[config.mk]
export PLATFORM = sky130hd
export DESIGN_NAME = tl_burst_mst
export DESIGN_NICKNAME = d
export VERILOG_FILES = /design/src/rtl/tl_pkg.sv /design/src/rtl/tl_mask_gen.sv /design/src/rtl/tl_burst_mst.sv
export SDC_FILE = /design/constraint.sdc
export NUM_CORES = 1
export LEC_CHECK = 0
export ABC_CLOCK_PERIOD_IN_PS = 3400
export BUFFER_PORTS_ARGS = -buffer_cell sky130_fd_sc_hd__buf_2
export CORE_AREA = 4 4 253 255
export CTS_BUF_LIST = sky130_fd_sc_hd__clkbuf_16
export CTS_CLUSTER_SIZE = 10
export DETAILED_ROUTE_END_ITERATION = 7
export DIE_AREA = 0 0 257 259
export PLACE_DENSITY_LB_ADDON = 0.25
export SLEW_MARGIN = 20
export SYNTH_ARGS = -nofsm -noshare
export SYNTH_HDL_FRONTEND = slang
export SYNTH_HIERARCHICAL = 1
export SYNTH_SLANG_ARGS = --single-unit
[constraint.sdc]
create_clock -name clk -period 3.4 [get_ports clk]
set_input_delay 0.34 -clock clk [delete_from_list [all_inputs] [get_ports clk]]
set_output_delay 0.34 -clock clk [all_outputs]
set_load 0.02 [all_outputs]
[src/rtl/tl_pkg.sv]
// Shared TileLink-UH definitions: opcodes and the 128-bit beat geometry.
// Used by masters and responders alike.
package tl_pkg;

  localparam logic [2:0] TL_GET             = 3'd4;
  localparam logic [2:0] TL_PUT_FULL        = 3'd0;
  localparam logic [2:0] TL_ACCESS_ACK      = 3'd0;
  localparam logic [2:0] TL_ACCESS_ACK_DATA = 3'd1;

  localparam int TL_BEAT_BYTES = 16;
  localparam int TL_BEAT_LG    = $clog2(TL_BEAT_BYTES);

  // Anything up to one beat wide travels as a single beat.
  function automatic logic [3:0] beats_for_size(input logic [2:0] size);
    if (size < 3'(TL_BEAT_LG)) return 4'd1;
    return 4'd1 << (size - 3'(TL_BEAT_LG));
  endfunction

endpackage

[src/rtl/tl_mask_gen.sv]
// Byte-lane mask for one 128-bit beat from the transfer size and low address bits.
// Transfers of a full beat or more enable every lane.
module tl_mask_gen
  import tl_pkg::*;
(
  input  logic [2:0]  size,
  input  logic [3:0]  addr_lo,
  output logic [15:0] mask
);

  logic [31:0] lanes;
  logic [31:0] shifted;

  always_comb begin
    lanes   = (32'd1 << (32'd1 << size)) - 32'd1;
    shifted = lanes << addr_lo;
    mask    = (size >= 3'(TL_BEAT_LG)) ? 16'hFFFF : shifted[15:0];
  end

endmodule

[src/rtl/tl_burst_mst.sv]
// TileLink-UH initiator: one Get or PutFullData burst per client command,
// with the matching AccessAck(Data) collected on D. One transaction in flight.
module tl_burst_mst
  import tl_pkg::*;
#(
  parameter int SOURCE_ID = 0
) (
  input  logic         clk,
  input  logic         rst,
  input  logic         req_valid,
  output logic         req_ready,
  input  logic         req_wr,
  input  logic [31:0]  req_addr,
  input  logic [2:0]   req_size,
  input  logic         wdata_valid,
  output logic         wdata_ready,
  input  logic [127:0] wdata,
  output logic         rdata_valid,
  input  logic         rdata_ready,
  output logic [127:0] rdata,
  output logic         rdata_last,
  output logic         done,
  output logic         err,
  output logic [2:0]   tlmst_a_opcode,
  output logic [2:0]   tlmst_a_param,
  output logic [7:0]   tlmst_a_size,
  output logic [2:0]   tlmst_a_source,
  output logic [31:0]  tlmst_a_address,
  output logic [15:0]  tlmst_a_mask,
  output logic [127:0] tlmst_a_data,
  output logic         tlmst_a_corrupt,
  output logic         tlmst_a_valid,
  input  logic         tlmst_a_ready,
  input  logic [2:0]   tlmst_d_opcode,
  input  logic [1:0]   tlmst_d_param,
  input  logic [7:0]   tlmst_d_size,
  input  logic [2:0]   tlmst_d_source,
  input  logic [2:0]   tlmst_d_sink,
  input  logic         tlmst_d_denied,
  input  logic [127:0] tlmst_d_data,
  input  logic         tlmst_d_corrupt,
  input  logic         tlmst_d_valid,
  output logic         tlmst_d_ready
);

  typedef enum logic [2:0] {IDLE, A_GET, D_RD, A_PUT, D_WR} state_t;

  localparam logic [2:0] SRC = SOURCE_ID[2:0];

  state_t      state;
  logic [3:0]  beats;
  logic        err_acc;
  logic [31:0] addr_q;
  logic [2:0]  size_q;
  logic [15:0] mask;
  logic        a_fire;
  logic        d_fire;
  logic        beat_err;
  logic        unused_d_fields;

  // Response fields this master never interprets.
  assign unused_d_fields = ^{tlmst_d_param, tlmst_d_size, tlmst_d_sink};

  tl_mask_gen u_mask (
    .size    (size_q),
    .addr_lo (addr_q[3:0]),
    .mask    (mask)
  );

  assign a_fire = tlmst_a_valid & tlmst_a_ready;
  assign d_fire = tlmst_d_valid & tlmst_d_ready;

  always_comb begin
    beat_err = tlmst_d_denied | tlmst_d_corrupt | (tlmst_d_source != SRC);
    if (state == D_RD) beat_err = beat_err | (tlmst_d_opcode != TL_ACCESS_ACK_DATA);
    else               beat_err = beat_err | (tlmst_d_opcode != TL_ACCESS_ACK);
  end

  // Control FSM; D beats outside the response states are absorbed and dropped.
  always_ff @(posedge clk or posedge rst) begin
    if (rst) begin
      state   <= IDLE;
      beats   <= 4'd0;
      err_acc <= 1'b0;
      addr_q  <= 32'd0;
      size_q  <= 3'd0;
    end else begin
      case (state)
        IDLE: if (req_valid) begin
          addr_q  <= req_addr;
          size_q  <= req_size;
          beats   <= beats_for_size(req_size);
          err_acc <= 1'b0;
          state   <= req_wr ? A_PUT : A_GET;
        end
        A_GET: if (tlmst_a_ready) state <= D_RD;
        D_RD: if (d_fire) begin
          beats <= beats - 4'd1;
          if (beat_err) err_acc <= 1'b1;
          if (beats == 4'd1) state <= IDLE;
        end
        A_PUT: if (a_fire) begin
          if (beats == 4'd1) begin
            beats <= 4'd1;
            state <= D_WR;
          end else begin
            beats <= beats - 4'd1;
          end
        end
        D_WR: if (d_fire) begin
          if (beat_err) err_acc <= 1'b1;
          state <= IDLE;
        end
        default: state <= IDLE;
      endcase
    end
  end

  // Output decode straight from registered state; read data is a pure pass-through.
  always_comb begin
    req_ready       = 1'b0;
    wdata_ready     = 1'b0;
    rdata_valid     = 1'b0;
    rdata           = '0;
    rdata_last      = 1'b0;
    done            = 1'b0;
    tlmst_a_valid   = 1'b0;
    tlmst_a_opcode  = 3'd0;
    tlmst_a_param   = 3'd0;
    tlmst_a_size    = 8'd0;
    tlmst_a_source  = 3'd0;
    tlmst_a_address = 32'd0;
    tlmst_a_mask    = 16'd0;
    tlmst_a_data    = '0;
    tlmst_a_corrupt = 1'b0;
    tlmst_d_ready   = 1'b1;
    if (state == A_GET || state == A_PUT) begin
      tlmst_a_size    = {5'd0, size_q};
      tlmst_a_source  = SRC;
      tlmst_a_address = addr_q;
      tlmst_a_mask    = mask;
    end
    case (state)
      IDLE:  req_ready = 1'b1;
      A_GET: begin
        tlmst_a_valid  = 1'b1;
        tlmst_a_opcode = TL_GET;
      end
      A_PUT: begin
        tlmst_a_valid  = wdata_valid;
        tlmst_a_opcode = TL_PUT_FULL;
        tlmst_a_data   = wdata;
        wdata_ready    = tlmst_a_ready;
      end
      D_RD: begin
        tlmst_d_ready = rdata_ready;
        rdata_valid   = tlmst_d_valid;
        rdata         = tlmst_d_data;
        rdata_last    = (beats == 4'd1);
        done          = tlmst_d_valid & rdata_ready & (beats == 4'd1);
      end
      D_WR:    done = tlmst_d_valid;
      default: ;
    endcase
  end

  assign err = done & (err_acc | beat_err);

endmodule

## After elaboration in Yosys (flattened, before gate mapping)

Index checks and enable logic that the tools add are counted.

- Add/sub/neg operators: 3
- Equality and inequality tests: 15
- Shift operators: 4
- Bitwise operators: 10
- Divide/modulo/power cells: 0
- $mul: 0
- Multiplexer cells: 38
- Reductions and logical operators: 11
- $lt $le $gt $ge: 2

Operator list:

| operator | number |
|---|---|
| $mux 128 | 2 |
| $mux 16 | 2 |
| $mux 32 | 1 |
| $shl 1x3->32 const A | 1 |
| $shl 1x32->32 const A | 1 |
| $shl 32x4->16 | 1 |
| $sub 32x1->32 const B | 1 |
| $mux 3 | 9 |
| $mux 4 | 6 |
| $pmux 3 s5 | 1 |
| $mux 1 | 12 |
| $ne 2x2->1 const B | 6 |
| $pmux 4 s3 | 1 |
| $reduce_bool 3->1 | 3 |
| $reduce_and 4->1 | 2 |
| $reduce_and 7->1 | 1 |
| $eq 3x2->1 const B | 2 |
| $ne 2x1->1 const B | 3 |
| $pmux 1 s2 | 3 |
| $and 1x1->1 | 5 |
| $or 1x1->1 | 5 |
| $eq 4x1->1 const B | 1 |
| $shl 1x3->4 const A | 1 |
| $sub 4x1->4 const B | 1 |
| 12 further kinds | 12 |

- Register bits: 43
- Memory bits (read-only): 0
- Bits in writable memories: 0
- Latch bits: 0
- Memories: 0
- Logic and storage cells: 88
- Output and inout bits: 330

## Logic depth before layout (Yosys ltp)

Gate-level depths: netlist of the first run.

- Depth after elaboration: 7
- Mapped depth: 10
- Mapped depth without buffers: 7

## Hierarchy

The synthesis of the first run kept the hierarchy.

Modules (own cells, without submodules):

| module | area an instance (um^2) | instances | sequential area each (um^2) | cells each |
|---|---|---|---|---|
| tl_burst_mst | 4309.1 | 1 | 1076.0 | 523 |
| tl_mask_gen | 711.9 | 1 | 0.0 | 105 |

## Worst setup path after synthesis of the first run

Ideal clock, no wire load.

- Path type: register to output
- Start: reg size_q[2]
- End: out tlmst_a_mask[11]
- Stages on the path, launching flop included: 10
- Setup slack: 0.584 ns
- Data arrival time: 2.476 ns
- Cells stage by stage: dfrtp_1 -> buf_6 -> clkbuf_1 -> or3_1 -> ha_1 -> or2_2 -> a2bb2oi_1 -> o32ai_1 -> a221o_1 -> and2_1

- Longest elaborated chain between the ends: 6
- Elaborated cells between the ends (all ways): 7
- Those cells by class: 1 x add/sub; 1 x order compare; 3 x shift; 2 x mux

RTL lines:

| element | line | source |
|---|---|---|
| start, declared | tl_burst_mst.sv:54 | `logic [2:0] size_q;` |
| start signal, assigned | tl_burst_mst.sv:91 | `size_q <= req_size;` |
| $shl 1x3->32 | tl_mask_gen.sv:15 | `lanes = (32'd1 << (32'd1 << size)) - 32'd1;` |
| $shl 1x32->32 | tl_mask_gen.sv:15 |  |
| $sub 32x1->32 | tl_mask_gen.sv:15 |  |
| $shl 32x4->16 | tl_mask_gen.sv:16 | `shifted = lanes << addr_lo;` |
| $mux 16 (*) | tl_mask_gen.sv:17 | `mask = (size >= 3'(TL_BEAT_LG)) ? 16'hFFFF : shifted[15:0];` |
| named net mask[11] | tl_burst_mst.sv:55 | `logic [15:0] mask;` |
| $mux 16 (*) | tl_burst_mst.sv:137 | `if (state == A_GET \|\| state == A_PUT) begin` |
| end, declared | tl_burst_mst.sv:29 | `output logic [15:0] tlmst_a_mask,` |

The timed path passes the listed nets; every way through them passes the cells marked *.

## Worst setup path in the final report of the first run

- Start: reg size_q[2]
- End: out tlmst_a_mask[14]

Same word-level chain as after synthesis.

==> impl_metrics.json, run 1 <==
{
  "grt_pass1_wl_um": 52000,
  "die_x_um": 257,
  "cts_hold_buf": 0,
  "start_kind": "flip-flop",
  "crit_start": "size_q[2]",
  "cts_tree": "built",
  "arrival_ps": 2880,
  "ys_ff_latch": 43,
  "synth.avg_cell_area_um2": 8.00,
  "post_cts_buffers": 0,
  "start_util": 0.0815,
  "gp_congestion": 0.921,
  "critical_path_class": "reg2out",
  "antenna_found_initial": 19,
  "synthTopCellsByArea": "and2_1 23%, dfrtp_1 21%, and3_1 16%",
  "worstMarginPinSlew_ps": 770,
  "cts_inserted_buffers": 5,
  "area_growth_pct": 82.7,
  "max-slew-margin-rel": 0.486,
  "min_path_type": "in2async",
  "syn_inst": 628,
  "setup_viol_count_final": 0,
  "muxShareOfSynthArea": 0.104,
  "hold_violations": 0,
  "crit_end": "tlmst_a_mask[14]",
  "ys.flop_type": "dfrtp_1",
  "final_cell_area_um2": 9180,
  "dp.final_hpwl_um": 31100,
  "r2r_end": "addr_q[23]",
  "ys_warn_count": 6,
  "routed_wl_um": 37200,
  "outcome": "complete, no violations",
  "tns_ps": 0,
  "h-tree-depth": 2,
  "slew_violations": 0,
  "ir_drop_mv": 0.434,
  "worst_slack_ps": 182,
  "grt-ovfl-total": 0,
  "power_density_nw_per_um2": 851,
  "ant_nets": 0,
  "grt_usage": 0.104,
  "via_count": 6906,
  "grt_pass1_vias": 7205,
  "coreArea_um2": 61600,
  "seqCellArea_um2": 1080,
  "grt_max_degree": 140,
  "yosys.cell_types.count": 64,
  "cts_resized": 0,
  "placed_area_um2": 8970,
  "synthAdderAreaFrac": 0.00748,
  "cts-root-buf": "clkbuf_16",
  "fin_cells": 2044,
  "port_buffers": 622,
  "die_h_um": 259,
  "ys_seq_area_frac": 0.214,
  "row_count": 91,
  "ff2ff_path_depth": 5,
  "fillers": 7148,
  "drc": 0,
  "io_pins": 650,
  "wire_per_inst_um": 18.2,
  "r2r_setup_slack_ps": 1320,
  "cts_sinks": 43,
  "end_kind": "primary output",
  "multi_input_area_um2": 3560,
  "netlist_area_um2": 5020,
  "clkLatencyLatePin_ps": 310,
  "r2r_start": "state[0]",
  "skew_ps": 7.61,
  "worstPathRequired_ps": 3060,
  "cap_violations": 0,
  "crit_fanout": 14,
  "total_leakage_power_nw": 5.47,
  "final_common_cell": "buf_2",
  "routed_via_density": 3.38,
  "post-place-ws_ps": 518,
  "synth_top_family_by_area": "simple AND/OR/NAND/NOR gates",
  "first_pass_iters": 4,
  "synth_xor_area_frac": 0.00174,
  "dieArea_um2": 66600,
  "drive_above_1_share": 0.578,
  "fin_crit_ps": 3220,
  "path_clk_slew_ps": 80,
  "period_share": 0.946,
  "clk_path_buf_depth": 2,
  "ys_async_sr_fraction": 1.00,
  "final_cell_mix": "622 x buf_2, 181 x and2_1, 130 x and3_1, 42 x dfrtp_1, 29 x mux2_4",
  "drt-initial-drc-count": 343,
  "synth_area_leader_cell": "and2_1",
  "max_freq_ghz": 0.311,
  "synth_compound_area_frac": 0.107,
  "dp_cells": 2031,
  "synth_top_area_share": 0.227,
  "synth-simple-area-share": 0.471,
  "hold_ws_ps": 178,
  "finish.net_count": 1524,
  "synth_edf_count": 0
}
## metrics by stage
step	utilization	power, mW
CTS	0.149	7.94
detailed placement	0.146	7.19
floorplan	-	5.11
global placement	0.146	7.21
finish	0.149	7.81
global route	0.149	8.46
## how the worst min path moves through the flow
stage / end / slack (ps) / cells past startpoint
6_report: addr_q[30] / 180 / 2
5_1_grt: addr_q[30] / 240 / 2
4_1_cts: addr_q[30] / 210 / 2
3_5_place_dp: addr_q[21] / 490 / 1
3_3_place_gp: addr_q[31] / 480 / 1
2_1_floorplan: state[2] / 450 / 1
## flip-flops by register name (all words and copies together), names as in the netlist
register	flops
addr_q	32
beats	4
size_q	3
state	3
err_acc	1
## layout make-up
cell class,count,area share
inverters,12,0.00491
clock buffers,5,0.0136
repair buffers,634,0.353
well taps,837,0.114
clock inverters,3,0.00695
multi-input cells,505,0.388
flip-flops and latches,43,0.118
diodes,5,0.00136
## metal layers
| layer | global-route usage | share of wire | up-vias |
|---|---|---|---|
| met2 | 0.174 | 0.48 | 341 |
| met1 | 0.131 | 0.42 | 3234 |
| met5 | 0 | 0.0014 | - |
| met3 | 0.0375 | 0.093 | 40 |
| met4 | 0.0141 | 0.0090 | 8 |
| li1 | - | - | 3283 |
## synthesized netlist by cell type (3+ instances only)
| library cell | instances |
|---|---|
| a21o_1 | 4 |
| a21oi_1 | 7 |
| a221o_1 | 6 |
| and2_1 | 182 |
| and3_1 | 130 |
| buf_2 | 13 |
| buf_4 | 14 |
| buf_6 | 6 |
| clkbuf_1 | 48 |
| dfrtp_1 | 43 |
| ha_1 | 3 |
| inv_1 | 12 |
| mux2_2 | 7 |
| mux2_4 | 29 |
| nand2_1 | 15 |
| nand2b_1 | 8 |
| nand3_1 | 4 |
| nand3b_1 | 3 |
| nor2_1 | 9 |
| nor2b_1 | 5 |
| nor3_1 | 3 |
| o2111ai_1 | 4 |
| o211ai_1 | 4 |
| o21a_1 | 3 |
| o21ai_0 | 12 |
| o221ai_1 | 3 |
| o32ai_1 | 4 |
## cells by family after synthesis
kind of cell / count (synthesis)
flops: 43
buf+inv: 93
simple gates: 380
compound gates: 69
fa+ha+maj: 3
xor+xnor: 1
other cells: 2
mux: 37
## report_power, final
part	total, mW	internal (mW)	switching [mW]
Sequential	1.05	0.773	0.282
Clock	0.672	0.420	0.252
Combinational	6.08	2.27	3.81
Total	7.81	3.47	4.34
## critical path, stage by stage, from the launching register on
cell and delay, ps:
dfrtp_1 370, or3_1 370, ha_1 370, or2_2 370
a221oi_1 420, a211oi_1 110, o2111ai_1 250, and2_1 150
buf_2 160
Power figures use the tool's default switching activity.
==> run 2: changes to the inputs <==
--- a/config.mk
+++ b/config.mk
@@ -12,6 +12,7 @@
 export CTS_CLUSTER_SIZE = 10
 export DETAILED_ROUTE_END_ITERATION = 7
 export DIE_AREA = 0 0 257 259
+export GPL_TIMING_DRIVEN = 0
 export PLACE_DENSITY_LB_ADDON = 0.25
 export SLEW_MARGIN = 20
 export SYNTH_ARGS = -nofsm -noshare
==> impl_metrics.json, run 2 (synthesis results as in run 1) <==
{
  "outcome": "complete, no violations",
  "h-tree-depth": 2,
  "row_count": 91,
  "grt_pass1_wl_um": 54800,
  "dieArea_um2": 66600,
  "ant_nets": 0,
  "grt_util_met1": 0.144,
  "cts_inserted_buffers": 5,
  "hold_depth": 2,
  "path_clk_slew_ps": 70,
  "top_regs": "addr_q x32, beats x4",
  "clkLatencyLatePin_ps": 310,
  "drive_above_1_share": 0.565,
  "largest_register_ffs": 32,
  "setup_viol_count_final": 0,
  "met3_usage": 0.0303,
  "start_util": 0.0815,
  "routed_via_density": 3.41,
  "routed_wl_um": 39900,
  "grt_pass1_vias": 7463,
  "fillers": 7188,
  "power_density_nw_per_um2": 851,
  "r2r_end": "addr_q[28]",
  "cts-root-buf": "clkbuf_16",
  "worstMarginPinSlew_ps": 692,
  "ff2ff_path_depth": 5,
  "critical_path_class": "reg2out",
  "drc": 0,
  "ir_drop_mv": 0.258,
  "hold_violations": 0,
  "die_h_um": 259,
  "via_count": 7243,
  "dp.final_hpwl_um": 35100,
  "cts_tree": "built",
  "final_common_cell": "buf_2",
  "arrival_ps": 3020,
  "end_kind": "primary output",
  "max-slew-margin-rel": 0.538,
  "worst_slack_ps": 44.9,
  "seqCellArea_um2": 1080,
  "crit_fanout": 10,
  "first_pass_iters": 5,
  "total_power_mw": 8.08,
  "gp_congestion": 0.922,
  "hold_ws_ps": 264,
  "port_buffers": 622,
  "r2r_start": "state[2]",
  "cap_violations": 0,
  "die_x_um": 257,
  "max_freq_ghz": 0.298,
  "total_leakage_power_nw": 5.63,
  "worstHoldEndpoint": "addr_q[11]",
  "antenna_found_initial": 15,
  "r2r_setup_slack_ps": 1540,
  "min_from": "req_addr[11]",
  "worstPathRequired_ps": 3060,
  "wire_per_inst_um": 18.8,
  "grt-ovfl-total": 0,
  "cts_sinks": 43,
  "final_cell_mix": "632 x buf_2, 182 x and2_1, 130 x and3_1, 47 x clkbuf_1, 43 x dfrtp_1",
  "finish.net_count": 1597,
  "io_pins": 650,
  "skew_ps": 11.3,
  "coreArea_um2": 61600,
  "grt_use_met2": 0.186,
  "grt_usage": 0.111,
  "busiest_layer": "met2",
  "period_share": 0.987,
  "area_growth_pct": 89.1,
  "largest_register": "addr_q",
  "drt-initial-drc-count": 420,
  "slew_violations": 0,
  "rsz0062_at_grt": "yes",
  "fin_util": 0.154,
  "min_path_type": "in2reg",
  "post-place-ws_ps": 113,
  "grt_max_degree": 38,
  "multi_input_area_um2": 3560,
  "clk_path_buf_depth": 2,
  "start_kind": "flip-flop",
  "fin_crit_ps": 3360
}
run 2: cell types whose count changed in the layout (fill, tap and decap cells not counted), moves of 2 or more:
cell / change
nor2b_4: -2
clkbuf_1: +47
buf_12: -3
buf_6: +6
buf_4: +10
buf_2: +10
diode_2: +4
bufinv_16: -2
run 2: critical path: stages (launching register included):
cell      delay (ps)
dfrtp_1          410
buf_6            150
buf_4            170
or3_1            350
ha_2             220
or4b_1           520
a21oi_2          190
a311oi_2          80
buf_4            180
o31ai_2          150
and2_1           150
buf_4            140
run 2: through the flow:
stage	instance area [um^2]	std cells	setup TNS (ps)
after floorplan	5070	641	0
after global placement	9230	2100	0
after detailed placement	9260	2101	0
after CTS	9460	2112	0
after global routing	9490	2117	-149
final	9500	2121	0
run 2: area by class of cell:
cell class | count | area share
Clock inverter | 3 | 0.00171
Timing Repair Buffer | 626 | 0.334
Antenna cell | 9 | 0.00237
Inverter | 12 | 0.00501
Sequential cell | 43 | 0.113
Multi-Input combinational cell | 505 | 0.375
Tap cell | 837 | 0.110
Clock buffer | 5 | 0.0132
Buffer | 81 | 0.0456
run 2: where the power goes:
| part | switching, mW | leakage (nW) | total (mW) | internal, mW |
|---|---|---|---|---|
| combinational | 4.17 | 5.05 | 6.59 | 2.42 |
| sequential | 0.189 | 0.513 | 0.961 | 0.772 |
| clock | 0.259 | 0.0711 | 0.529 | 0.270 |
run 2: how the worst max path moves through the flow:
stage	cells past startpoint	slack [ps]	from	to
2_1_floorplan	9	580	size_q[2]	tlmst_a_mask[11]
3_3_place_gp	11	110	size_q[2]	tlmst_a_mask[12]
3_5_place_dp	10	110	size_q[2]	tlmst_a_mask[11]
4_1_cts	11	4	size_q[1]	tlmst_a_mask[4]
5_1_grt	11	-110	size_q[1]	tlmst_a_mask[4]
6_report	11	40	size_q[1]	tlmst_a_mask[4]
run 2: per-layer routing:
layer	routed length [um]	part of all wire
met3	2870	0.072
met5	11	0.00028
met1	17400	0.43
met2	19000	0.48
met4	635	0.016
run 2: what timing repair did:
| action | in CTS | in global routing |
|---|---|---|
| buffers inserted | 2 | 0 |
| gates resized for setup | 9 | 4 |
| hold endpoints to repair | 6 | 0 |
| pin swaps | 2 | 1 |
| hold buffers | 1 | 0 |
| endpoints found under the setup margin | 13 | 7 |
==> run 3: changes to the inputs <==
--- a/config.mk
+++ b/config.mk
@@ -5,13 +5,13 @@
 export SDC_FILE = /design/constraint.sdc
 export NUM_CORES = 1
 export LEC_CHECK = 0
+export ABC_AREA = 1
 export ABC_CLOCK_PERIOD_IN_PS = 3400
 export BUFFER_PORTS_ARGS = -buffer_cell sky130_fd_sc_hd__buf_2
-export CORE_AREA = 4 4 253 255
-export CTS_BUF_LIST = sky130_fd_sc_hd__clkbuf_16
+export CORE_AREA = 4 4 249 251
 export CTS_CLUSTER_SIZE = 10
 export DETAILED_ROUTE_END_ITERATION = 7
-export DIE_AREA = 0 0 257 259
+export DIE_AREA = 0 0 253 255
 export GPL_TIMING_DRIVEN = 0
 export PLACE_DENSITY_LB_ADDON = 0.25
 export SLEW_MARGIN = 20
==> impl_metrics.json, run 3 <==
{
  "outcome": "complete, no violations",
  "max_stage_delay_ps": 490,
  "total_power_mw": 7.59,
  "path_clk_slew_ps": 70,
  "final_cell_mix": "662 x buf_2, 330 x inv_1, 316 x nor2_1, 124 x nand2_1, 43 x dfrtp_1",
  "cp_cell_sequence": "nor2_2, nand2_1, ha_1, inv_1, nand2_1, nand2_2, nand2_2, nand3_1, nand2_1, nand2_1, nand3_1, nand2_1, inv_1, nor2_1, buf_2",
  "dieArea_um2": 64500,
  "p_clk_frac": 0.075,
  "intPower_mw": 2.87,
  "grt_max_degree": 26,
  "synth_top_area_share": 0.240,
  "clkLatencyLatePin_ps": 290,
  "slew_violations": 0,
  "clk_path_buf_depth": 2,
  "synth_area_leader_cell": "inv_1",
  "final_common_cell": "buf_2",
  "antenna_found_initial": 31,
  "routed_wl_um": 44900,
  "port_buffers": 622,
  "cts_hold_buf": 0,
  "top_regs": "addr_q x32, beats x4",
  "post_cts_buffers": 0,
  "grt-ovfl-total": 0,
  "die_x_um": 253,
  "synth_edf_count": 0,
  "final_cell_area_um2": 9530,
  "coreArea_um2": 59900,
  "period_share": 0.790,
  "grt_pass1_wl_um": 56800,
  "start_util": 0.0863,
  "cts-root-buf": "clkbuf_16",
  "max_freq_ghz": 0.372,
  "synth.most_common_cell": "inv_1",
  "yosys.cell_types.count": 34,
  "p_sw_frac": 0.622,
  "setup_viol_count_final": 0,
  "skew_ps": 4.35,
  "routed_via_density": 3.36,
  "crit_start": "size_q[2]",
  "cts_sinks": 43,
  "ys_async_sr_fraction": 1.00,
  "ys_ff_latch": 43,
  "grt_util_met1": 0.171,
  "tns_ps": 0,
  "cpMostUsedCell": "nand2_1",
  "arrival_ps": 2350,
  "placed_area_um2": 9330,
  "grt_use_met2": 0.173,
  "fin_util": 0.159,
  "start_kind": "flip-flop",
  "via_count": 8247,
  "gp_congestion": 0.896,
  "fillers": 7147,
  "fin_crit_ps": 2690,
  "pwr-share-comb": 0.807,
  "wire_per_inst_um": 18.3,
  "largest_register_ffs": 32,
  "dp.final_hpwl_um": 41300,
  "worstPathRequired_ps": 3060,
  "die_h_um": 255,
  "finish.net_count": 1986,
  "ys_seq_area_frac": 0.208,
  "cts_tree": "built",
  "r2r_start": "state[2]",
  "ir_drop_mv": 0.286,
  "max-slew-margin-rel": 0.592,
  "crit_fanout": 4,
  "netlist_area_um2": 5170,
  "first_pass_iters": 5,
  "row_count": 90,
  "grt_pass1_vias": 7543,
  "worstMarginPinSlew_ps": 610,
  "worst-path-buf-inv": 3,
  "ys.flop_type": "dfrtp_1",
  "drc": 0,
  "cap_violations": 0,
  "busiest_layer": "met2",
  "syn_inst": 1020,
  "io_pins": 650,
  "ant_nets": 0,
  "hold_violations": 0,
  "critical_path_class": "reg2out",
  "p_switching_mw": 4.72,
  "cts_resized": 0,
  "synth.avg_cell_area_um2": 5.07,
  "met3_usage": 0.0748,
  "ys_top_cells_by_count": "331 x inv_1, 316 x nor2_1, 124 x nand2_1",
  "power_frac_seq": 0.118,
  "grt_usage": 0.125,
  "rsz0062_at_grt": "no",
  "power_density_nw_per_um2": 797,
  "h-tree-depth": 2,
  "critPathSlowestCell": "dfrtp_1",
  "total_leakage_power_nw": 6.78,
  "cp_top_family": "simple AND/OR/NAND/NOR gates",
  "end_kind": "primary output",
  "multi_input_area_um2": 2530,
  "drt-initial-drc-count": 566,
  "area_growth_pct": 84.2,
  "largest_register": "addr_q",
  "ys_warn_count": 6,
  "seqCellArea_um2": 1080,
  "min_path_type": "in2async",
  "synthTopCellsByArea": "inv_1 24%, nor2_1 23%, dfrtp_1 21%",
  "cts_inserted_buffers": 5,
  "drive_above_1_share": 0.434
}
run 3: worst register-to-register path, cell delays in order, from the launching register on:
cell	delay (ps)
dfrtp_1	460
nor2_2	190
nand2_1	100
inv_2	70
nand2_2	90
inv_2	120
buf_2	290
nand2_1	100
o21ai_0	80
run 3: metal layers:
| metal | routed length [um] | vias to the layer above |
|---|---|---|
| li1 | - | 4088 |
| met1 | 20100 | 3585 |
| met2 | 17700 | 516 |
| met3 | 6580 | 42 |
| met4 | 408 | 16 |
| met5 | 103 | - |
run 3: final timing paths:
path,slack (ps),cells after the start,end
setup / recovery,710,15,tlmst_a_mask[5]
hold / removal,50,2,addr_q[17]
setup reg to reg,1830,8,addr_q[17]
hold reg to reg,470,2,beats[1]
max in group asynchronous,2840,3,addr_q[30]
min in group clk,250,3,addr_q[21]
run 3: area by class of cell:
type | instances | area share
diodes | 10 | 0.00263
plain buffers | 60 | 0.0353
clock buffers | 5 | 0.0131
clock inverters | 3 | 0.00460
inverters | 341 | 0.134
multi-input cells | 589 | 0.265
flip-flops and latches | 43 | 0.113
well taps | 782 | 0.103
repair buffers | 623 | 0.329
run 3: stage by stage:
step	worst slack [ps]	instances	hold slack, ps
2_1_floorplan	1280	1033	442
3_3_place_gp	960	2437	460
3_5_place_dp	986	2438	383
4_1_cts	655	2446	64.1
5_1_grt	443	2447	83.3
6_report	714	2456	50.7
run 3: power by group through the flow:
stage | clock network (mW) | logic (mW) | registers (mW)
floorplan | 0 | 3.88 | 0.869
global placement | 0 | 6.26 | 0.903
detailed placement | 0 | 6.20 | 0.906
CTS | 0.599 | 6.22 | 0.898
global route | 0.618 | 6.71 | 0.931
finish | 0.572 | 6.12 | 0.895
run 3: kinds of logic after synthesis:
kind of cell | share of synthesized area
other | 0.00145
DFF | 0.208
buffers and inverters | 0.313
xor gates and xnor gates | 0.00339
adders and majority gates | 0.00726
AOI/OAI and AO/OA | 0.0595
and+or+nand+nor | 0.408
